===== src/rtl/seg7_scan_ctrl.sv =====
// ============================================================================
// seg7_scan_ctrl
//
// Multiplexed 7-segment display controller. A binary value captured on a
// load strobe is converted to BCD one bit per cycle (shift-add-3). The last
// completed result is scanned across DIGITS common-anode digits, one digit
// every SCAN_DIV cycles. Values that do not fit in DIGITS decimal digits
// raise ovf and show dashes on every digit.
//
// Parameters:
//   DIGITS   - number of scanned digits (1..8)
//   WIDTH    - binary input width (4..32)
//   SCAN_DIV - clock cycles each digit stays enabled (>= 2)
//
// Ports:
//   clk    in   system clock, rising edge
//   rst    in   synchronous active-high reset
//   value  in   [WIDTH-1:0] unsigned value to display
//   load   in   capture strobe, accepted only while busy = 0
//   busy   out  conversion in progress
//   ovf    out  value exceeds 10^DIGITS-1 (held until the next result)
//   an     out  [DIGITS-1:0] digit enables, active-low
//   seg    out  [6:0] segments, active-low, bit0 = a .. bit6 = g
//
// Build option:
//   SEG7_LZB_EN - when defined, leading zeros above digit 0 are blanked
//                 (digit disabled, segments off). Not applied during ovf.
// ============================================================================
module seg7_scan_ctrl #(
    parameter int unsigned DIGITS   = 8,
    parameter int unsigned WIDTH    = 16,
    parameter int unsigned SCAN_DIV = 512
) (
    input  logic              clk,
    input  logic              rst,
    input  logic [WIDTH-1:0]  value,
    input  logic              load,
    output logic              busy,
    output logic              ovf,
    output logic [DIGITS-1:0] an,
    output logic [6:0]        seg
);

    localparam int unsigned BCD_W = 4 * DIGITS;
    localparam int unsigned CNT_W = $clog2(WIDTH + 1);
    localparam int unsigned PRE_W = $clog2(SCAN_DIV);
    localparam int unsigned DIG_W = (DIGITS > 1) ? $clog2(DIGITS) : 1;

    // Converter states
    localparam logic [1:0] S_IDLE  = 2'd0;
    localparam logic [1:0] S_SHIFT = 2'd1;
    localparam logic [1:0] S_DONE  = 2'd2;

    localparam logic [6:0] SEG_DASH  = 7'b0111111;
    localparam logic [6:0] SEG_BLANK = 7'b1111111;

    // ------------------------------------------------------------------
    // Converter state
    // ------------------------------------------------------------------
    logic [1:0]       r_state;
    logic [WIDTH-1:0] r_bin;
    logic [BCD_W-1:0] r_bcd;
    logic [CNT_W-1:0] r_cnt;
    logic             r_ovf_acc;

    // Display state (last completed result)
    logic [BCD_W-1:0] r_disp;
    logic             r_ovf;

    // Scan state
    logic [PRE_W-1:0]  r_pre;
    logic [DIG_W-1:0]  r_dig;
    logic [DIGITS-1:0] r_an;
    logic [6:0]        r_seg;

    // Combinational helpers
    logic [BCD_W-1:0]  w_adj;
    logic [3:0]        w_nib;
    logic              w_blank_sel;
    logic [DIGITS-1:0] w_blank;
    logic [DIGITS-1:0] w_an_next;
    logic [6:0]        w_seg_next;

    // ------------------------------------------------------------------
    // Segment decode, active-low gfedcba. Codes above 9 cannot come out
    // of the converter; they decode to blank.
    // ------------------------------------------------------------------
    function automatic logic [6:0] f_decode(input logic [3:0] d);
        logic [6:0] s;
        case (d)
            4'd0:    s = 7'b1000000;
            4'd1:    s = 7'b1111001;
            4'd2:    s = 7'b0100100;
            4'd3:    s = 7'b0110000;
            4'd4:    s = 7'b0011001;
            4'd5:    s = 7'b0010010;
            4'd6:    s = 7'b0000010;
            4'd7:    s = 7'b1111000;
            4'd8:    s = 7'b0000000;
            4'd9:    s = 7'b0010000;
            default: s = SEG_BLANK;
        endcase
        return s;
    endfunction

    // ------------------------------------------------------------------
    // Add-3 correction: every nibble >= 5 gets +3 before the shift so the
    // doubled nibble carries correctly into the next decimal digit.
    // ------------------------------------------------------------------
    always_comb begin
        w_adj = '0;
        for (int unsigned i = 0; i < DIGITS; i++) begin
            if (r_bcd[4*i +: 4] >= 4'd5)
                w_adj[4*i +: 4] = r_bcd[4*i +: 4] + 4'd3;
            else
                w_adj[4*i +: 4] = r_bcd[4*i +: 4];
        end
    end

    // ------------------------------------------------------------------
    // Converter FSM
    // ------------------------------------------------------------------
    always_ff @(posedge clk) begin
        if (rst) begin
            r_state   <= S_IDLE;
            r_bin     <= '0;
            r_bcd     <= '0;
            r_cnt     <= '0;
            r_ovf_acc <= 1'b0;
            r_disp    <= '0;
            r_ovf     <= 1'b0;
        end else begin
            case (r_state)
                S_IDLE: begin
                    if (load) begin
                        r_bin     <= value;
                        r_bcd     <= '0;
                        r_cnt     <= '0;
                        r_ovf_acc <= 1'b0;
                        r_state   <= S_SHIFT;
                    end
                end
                S_SHIFT: begin
                    r_bcd     <= {w_adj[BCD_W-2:0], r_bin[WIDTH-1]};
                    r_bin     <= {r_bin[WIDTH-2:0], 1'b0};
                    // A 1 leaving the top nibble means the value no longer
                    // fits in DIGITS decimal digits; keep it sticky.
                    r_ovf_acc <= r_ovf_acc | w_adj[BCD_W-1];
                    r_cnt     <= r_cnt + 1'b1;
                    if (r_cnt == CNT_W'(WIDTH - 1))
                        r_state <= S_DONE;
                end
                S_DONE: begin
                    r_disp  <= r_bcd;
                    r_ovf   <= r_ovf_acc;
                    r_state <= S_IDLE;
                end
                default: r_state <= S_IDLE;
            endcase
        end
    end

    // ------------------------------------------------------------------
    // Scan timing: prescaler and digit index
    // ------------------------------------------------------------------
    always_ff @(posedge clk) begin
        if (rst) begin
            r_pre <= '0;
            r_dig <= '0;
        end else if (r_pre == PRE_W'(SCAN_DIV - 1)) begin
            r_pre <= '0;
            if (r_dig == DIG_W'(DIGITS - 1))
                r_dig <= '0;
            else
                r_dig <= r_dig + 1'b1;
        end else begin
            r_pre <= r_pre + 1'b1;
        end
    end

    // ------------------------------------------------------------------
    // Leading-zero blanking: walk from the top digit down, keeping a
    // running "everything above and including here is zero" flag.
    // ------------------------------------------------------------------
`ifdef SEG7_LZB_EN
    logic w_run;

    always_comb begin
        w_blank = '0;
        w_run   = 1'b1;
        for (int unsigned j = 0; j + 1 < DIGITS; j++) begin
            w_run = w_run & (r_disp[4*(DIGITS-1-j) +: 4] == 4'd0);
            w_blank[DIGITS-1-j] = w_run;
        end
    end
`else
    assign w_blank = '0;
`endif

    // ------------------------------------------------------------------
    // Current digit selection
    // ------------------------------------------------------------------
    always_comb begin
        w_nib       = '0;
        w_blank_sel = 1'b0;
        w_an_next   = '1;
        for (int unsigned i = 0; i < DIGITS; i++) begin
            if (r_dig == DIG_W'(i)) begin
                w_nib        = r_disp[4*i +: 4];
                w_blank_sel  = w_blank[i];
                w_an_next[i] = 1'b0;
            end
        end

        w_seg_next = f_decode(w_nib);
        if (r_ovf) begin
            // Overflow: every digit on, all showing a dash.
            w_an_next  = '0;
            w_seg_next = SEG_DASH;
        end else if (w_blank_sel) begin
            w_an_next  = '1;
            w_seg_next = SEG_BLANK;
        end
    end

    // an and seg share one register stage so they can never skew.
    always_ff @(posedge clk) begin
        if (rst) begin
            r_an  <= '1;
            r_seg <= SEG_BLANK;
        end else begin
            r_an  <= w_an_next;
            r_seg <= w_seg_next;
        end
    end

    assign busy = (r_state != S_IDLE);
    assign ovf  = r_ovf;
    assign an   = r_an;
    assign seg  = r_seg;

endmodule


===== config.mk =====
export PLATFORM = sky130hd
export DESIGN_NAME = seg7_scan_ctrl
export DESIGN_NICKNAME = d
export VERILOG_FILES = /design/src/rtl/seg7_scan_ctrl.sv
export SDC_FILE = /design/constraint.sdc
export NUM_CORES = 1
export LEC_CHECK = 0
export CORE_MARGIN = 5
export CORE_UTILIZATION = 59
export CTS_BUF_LIST = sky130_fd_sc_hd__clkbuf_8 sky130_fd_sc_hd__clkbuf_16
export DETAILED_ROUTE_END_ITERATION = 10
export HOLD_SLACK_MARGIN = 0.1
export PLACE_DENSITY = 0.82
export SLEW_MARGIN = 20
export SYNTH_ARGS = -nofsm -noshare
export SYNTH_HDL_FRONTEND = slang
export SYNTH_SLANG_ARGS = --single-unit

===== constraint.sdc =====
create_clock -name clk -period 2.7 [get_ports clk]
set_input_delay 0.675 -clock clk [delete_from_list [all_inputs] [get_ports clk]]
set_output_delay 0.675 -clock clk [all_outputs]
set_load 0.02 [all_outputs]

# Word-level counts from Yosys, hierarchy flattened
# Memory sizes are Yosys's and may differ from the RTL's.
# Index checks and enable logic that the tools add are counted.
[totals]
reg_bits = 116
rom_bits = 112
inputBits = 19
output_inout_bits = 17
word_cells = 92
mem_count = 1
[mem_list]
columns = ["memory", "depth", "word_bits", "rd", "rd_ports_with_merged_regs", "write_ports", "line_no", "source"]
rows = [
  ["(no name shown)", 16, 7, 1, 0, 0, "90", "case (d)"],
]
[classes]
addsub = 11
n_lt_le_gt_ge = 8
eq_ne = 13
n_mux = 38
bitwise = 1
n_reduce_logical = 8
[ops]
columns = ["operator", "n"]
rows = [
  ["2-to-1 mux 4 bit", 16],
  ["case mux 32 bit (2 select lines)", 1],
  ["adder 4 x 2 -> 4 bit, second input constant", 8],
  ["greater-or-equal comparator 4 x 3 -> 1 bit, second input constant", 8],
  ["2-to-1 mux 32 bit", 1],
  ["case mux 16 bit (2 select lines)", 1],
  ["2-to-1 mux 16 bit", 1],
  ["== test 3 bit, second input constant", 4],
  ["case mux 5 bit (2 select lines)", 1],
  ["adder 9 x 1 -> 9 bit, second input constant", 1],
  ["== test 9 bit, second input constant", 1],
  ["2-to-1 mux 1 bit", 9],
  ["2-to-1 mux 8 bit", 1],
  ["2-to-1 mux 7 bit", 1],
  ["== test 3 x 2 -> 1 bit, second input constant", 2],
  ["adder 5 x 1 -> 5 bit, second input constant", 1],
  ["== test 5 x 4 -> 1 bit, second input constant", 1],
  ["2-to-1 mux 5 bit", 1],
  ["2-to-1 mux 2 bit", 2],
  ["inequality test 2 bit, second input constant", 2],
  ["case mux 2 bit (2 select lines)", 1],
  ["AND reduction 2 bit", 2],
  ["nonzero test 2 bit", 2],
  ["OR reduction 2 bit", 2],
  ["other kinds (9)", 9],
]

# Longest topological paths before layout
# An unclocked memory read counts as a cell.
[logic_depth]
depth_word = 11
ltp_mapped = 12
ltp_nobuf = 10

# Worst setup path before layout
# OpenSTA, ideal clock, no wires.
[synth_timing]
path_type = "reg2reg"
start = "register r_dig[2]"
end = "register r_seg[6] (netlist: seg[6])"
setup_ns = 0.096
arrival_ns = 2.115
required_time_ns = 2.604
setup_slack_ns = 0.489
path_stages_with_launch = 11
n_path_buf = 1
synth_period_minus_slack_ns = 2.211
path_cell_list = "dfxtp_1 -> inv_1 -> ha_1 -> buf_2 -> a2111oi_2 -> o22ai_1 -> o21a_4 -> clkinv_1 -> ha_1 -> nor3_2 -> o41ai_2"
[synth_via]
elab_chain_cells = 11
elab_cells_between_ends = 18
cone_classes = "eq/ne: 7; mux: 9; reduce/logical: 1; memory: 1"
[synth_lines]
columns = ["item", "line_no", "source"]
rows = [
  ["start, declared", "72", "logic [DIG_W-1:0] r_dig;"],
  ["start signal, assigned", "175", "r_dig <= r_dig + 1'b1;"],
  ["zero test 3 bit", "208", "if (r_dig == DIG_W'(i)) begin"],
  ["2-to-1 mux 4 bit (7 in a row)", "208", ""],
  ["2-to-1 mux 4 bit *", "208", ""],
  ["memory read (16 x 7 bit) *", "-", ""],
  ["2-to-1 mux 7 bit *", "216", "if (r_ovf) begin"],
  ["end signal, assigned", "233", "r_seg <= w_seg_next;"],
  ["end, declared", "74", "logic [6:0] r_seg;"],
]
# Every way passes the cells marked *; elsewhere a longest branch is shown, timed or not.
# A chain may end at the register's enable or synchronous reset.

# Final worst setup path
[layout_timing]
start = "register r_ovf (netlist: ovf)"
end = "output ovf"
[layout_lines]
columns = ["item", "line_no", "source"]
rows = [
  ["start, declared", "68", "logic r_ovf;"],
  ["start signal, assigned", "155", "r_ovf <= r_ovf_acc;"],
  ["end, declared", "39", "output logic ovf,"],
]
# No word-level cell between the ends.

==> run_results.csv <==
group,metric,value,unit
detailed_routing,via_per_inst,5.68,
global_routing,grt_pass1_wl,21.0,mm
synthesis,synth_top_flop_cell,"dfxtp_1",
timing,fin_setup_tns,0,ns
synthesis,ys_seq_area_frac,0.416,
synthesis,yosys-top-cells-count,"dfxtp_1, nand2_1, a21oi_1",
place,dp_worst_setup_slack,0.185,ns
detailed_routing,wirelength,12.4,mm
synthesis,synth_nets,732,
place,port_buffers,35,
synthesis,synth_compound_area_frac,0.223,
die,coreArea,9240,um^2
setup_path,crit_path_max_fanout,13,
die,io_pins,36,
pwr,power.density,650,nW/um^2
pwr,p_total,4.29,mW
die,floorplan.die_area,11500,um^2
global_routing,grt_max_degree,53,
clock_network,cts_buffers,17,
hold_path,min_from,"r_pre[0]",
clock_network,clk_pin_slew,0.06,ns
synthesis,synth_xor_area_frac,0.0314,
clock_network,numClockSinks,116,
finish,final_core_util,0.714,
synthesis,ys_types,54,
die,die_y,107,um
synthesis,netlist.area_leader.share,0.416,
place,gp_congestion,0.868,
clock_network,cts_tree,"built",
clock_network,clk_latency,0.53,ns
setup_path,critPathSlowestCell,"clkdlybuf4s50_1",
synthesis,synth_seq_cells,116,
global_routing,grt_usage,0.227,
setup_path,critPathMaxStageDelay,0.70,ns
setup_path,path_cells,"clkdlybuf4s50_1",
setup_path,critPathBufInv,1,
pwr,power.leakage,2.44,nW
clock_network,clock_path_buffers,2,
synthesis,synth_edf_count,0,
detailed_routing,vias,4805,
detailed_routing,drt_iter0_drc,284,
synthesis,async_flop_share,0,
synthesis,synth_top_area_cell,"dfxtp_1",
timing,timing.final.crit_period,2.48,ns
synthesis,ys_warn_count,0,
global_routing,antenna_found_initial,0,
setup_path,crit_path_end_kind,"output port",
synthesis,synthMuxAreaShare,0.00179,
hold_path,hp-class,"reg2reg",
synthesis,synth_cells,684,
synthesis,synthSimpleGateAreaFrac,0.202,
detailed_routing,ant_nets,0,
timing,fin_crit_sh,0.918,
die,start_util,0.604,
place,hpwl,8.11,mm
flow_run,maxCapViolations,0,
global_routing,grt_pass1_vias,4566,
global_routing,grt_overflow_total,0,
synthesis,netlist_area,5580,um^2
timing,finalClockSkew,0.00716,ns
timing,hold_viol,0,
finish,final_layout_size_suffix_gt1_frac,0.113,
setup_path,crit_path_start,"ovf",
setup_path,crit_arrival,1.80,ns
clock_network,post_cts_buffers,0,
synthesis,synth_top_family_by_area,"compound AO/OA/AOI/OAI gates",
detailed_routing,post_drt_wl_per_cell,14.7,um
synthesis,synthAdderAreaFrac,0.0651,
die,rows,35,
timing,setup_viol,0,
synthesis,synth.most_common_cell,"dfxtp_1",
timing,slew_headroom,0.444,
setup_path,cp-start-kind,"flip-flop",
setup_path,path_class,"reg2out",
pwr,peakVddDrop,555,uV
synthesis,syn_area_per_cell,8.15,um^2
die,die_w,107,um
detailed_routing,drt_pass1_iterations,5,
clock_network,cts-root-buf,"clkbuf_8",
finish,diodes,0,
clock_network,cts_max_level,4,
timing,worst_pin_slew,0.834,ns
timing,worst_slack,0.222,ns
finish,final_nets,752,
setup_path,critPathRequiredTime,2.03,ns
detailed_routing,drc,0,
synthesis,synth_area_leaders,"dfxtp_1, a21oi_1, ha_1",
status,outcome,"finished clean",
setup_path,r2r-start,"r_dig[0]",
setup_path,crit_family,"buffers and inverters",
timing,fmax,404,MHz
timing,slew_violations,0,
finish,area_growth_syn_to_layout,18.3,%
timing,rsz0062_at_grt,"no",
-- per-stage QoR --
step | instances | instance area (um^2) | hold WS, ns
after floorplan | 684 | 5580 | 0.418
after global placement | 814 | 5980 | 0.431
after detailed placement | 814 | 5980 | 0.440
after CTS | 846 | 6590 | 0.457
after global routing | 846 | 6600 | 0.471
final | 846 | 6600 | 0.453
-- cell usage in the layout, fill, tap and decap left out, types with 11 or more instances in the layout --
cell / Yosys / final
dfxtp_1: 116 / 116
nand2_1: 88 / 88
a21oi_1: 84 / 84
nor2_1: 65 / 65
o21ai_0: 41 / 40
clkdlybuf4s50_1: 0 / 34
inv_1: 32 / 33
ha_1: 29 / 26
nor3_1: 21 / 21
nor2b_1: 21 / 19
a22oi_1: 19 / 19
nand3_1: 17 / 17
clkbuf_16: 0 / 16
o221a_2: 15 / 15
buf_4: 2 / 13
nand2b_1: 11 / 11
xor2_1: 11 / 11
-- worst reg2reg max path: cells and delay by family (launching register included) --
kind,cells,cell delay (ns)
compound gates,4,0.70
fa+ha+maj,2,0.64
flops,1,0.40
simple gates,2,0.62
-- sequential cells by signal, summed over array words and instances, names as in the netlist --
register,count
r_pre,9
r_bcd,32
r_disp,32
r_dig,3
seg,7
r_bin,16
ovf,1
r_state,2
r_ovf_acc,1
an,8
r_cnt,5
-- timing repair --
item | CTS | global route
gates resized for setup | 0 | 4
hold buffers | 0 | 0
endpoints found under the setup margin | 0 | 4
-- cell families (layout without fill, tap and decap cells) --
kind of cell | after synthesis | after routing
multiplexers | 1 | 1
flip-flops | 116 | 116
adder cells (fa/ha/maj) | 29 | 29
AO/OA/AOI/OAI | 194 | 194
AND/OR/NAND/NOR | 244 | 244
XOR/XNOR | 20 | 20
buffers and inverters | 80 | 113
-- power by group --
| group | internal (mW) | switching, mW |
|---|---|---|
| clock network | 1.51 | 0.798 |
| registers | 1.75 | 0.0199 |
| logic | 0.0914 | 0.119 |
-- path summary, 6_finish.rpt --
| path | to | slack, ns | depth (start not counted) |
|---|---|---|---|
| worst max-delay path | ovf | 0.22 | 1 |
| worst min-delay path | r_pre[0] | 0.45 | 1 |
| worst max register to register | seg[5] | 0.23 | 8 |
| worst min register to register | r_pre[0] | 0.45 | 1 |
-- area by class of cell --
cell class / instances / area [um^2]
Inverter: 33 / 124
Multi-Input combinational cell: 488 / 2930
Clock buffer: 18 / 428
Timing Repair Buffer: 48 / 443
Fill cell: 688 / 2640
Clock inverter: 14 / 186
Tap cell: 129 / 161
Sequential cell: 116 / 2320
-- per-layer routing --
| layer | GRT usage | up-vias | wire (um) |
|---|---|---|---|
| met5 | 0 | - | 0 |
| met4 | 0.0895 | 0 | 262 |
| met3 | 0.0686 | 30 | 536 |
| met2 | 0.368 | 115 | 5890 |
| met1 | 0.282 | 2262 | 5750 |
| li1 | - | 2398 | - |
No activity file was read; power rests on OpenSTA's default activity.
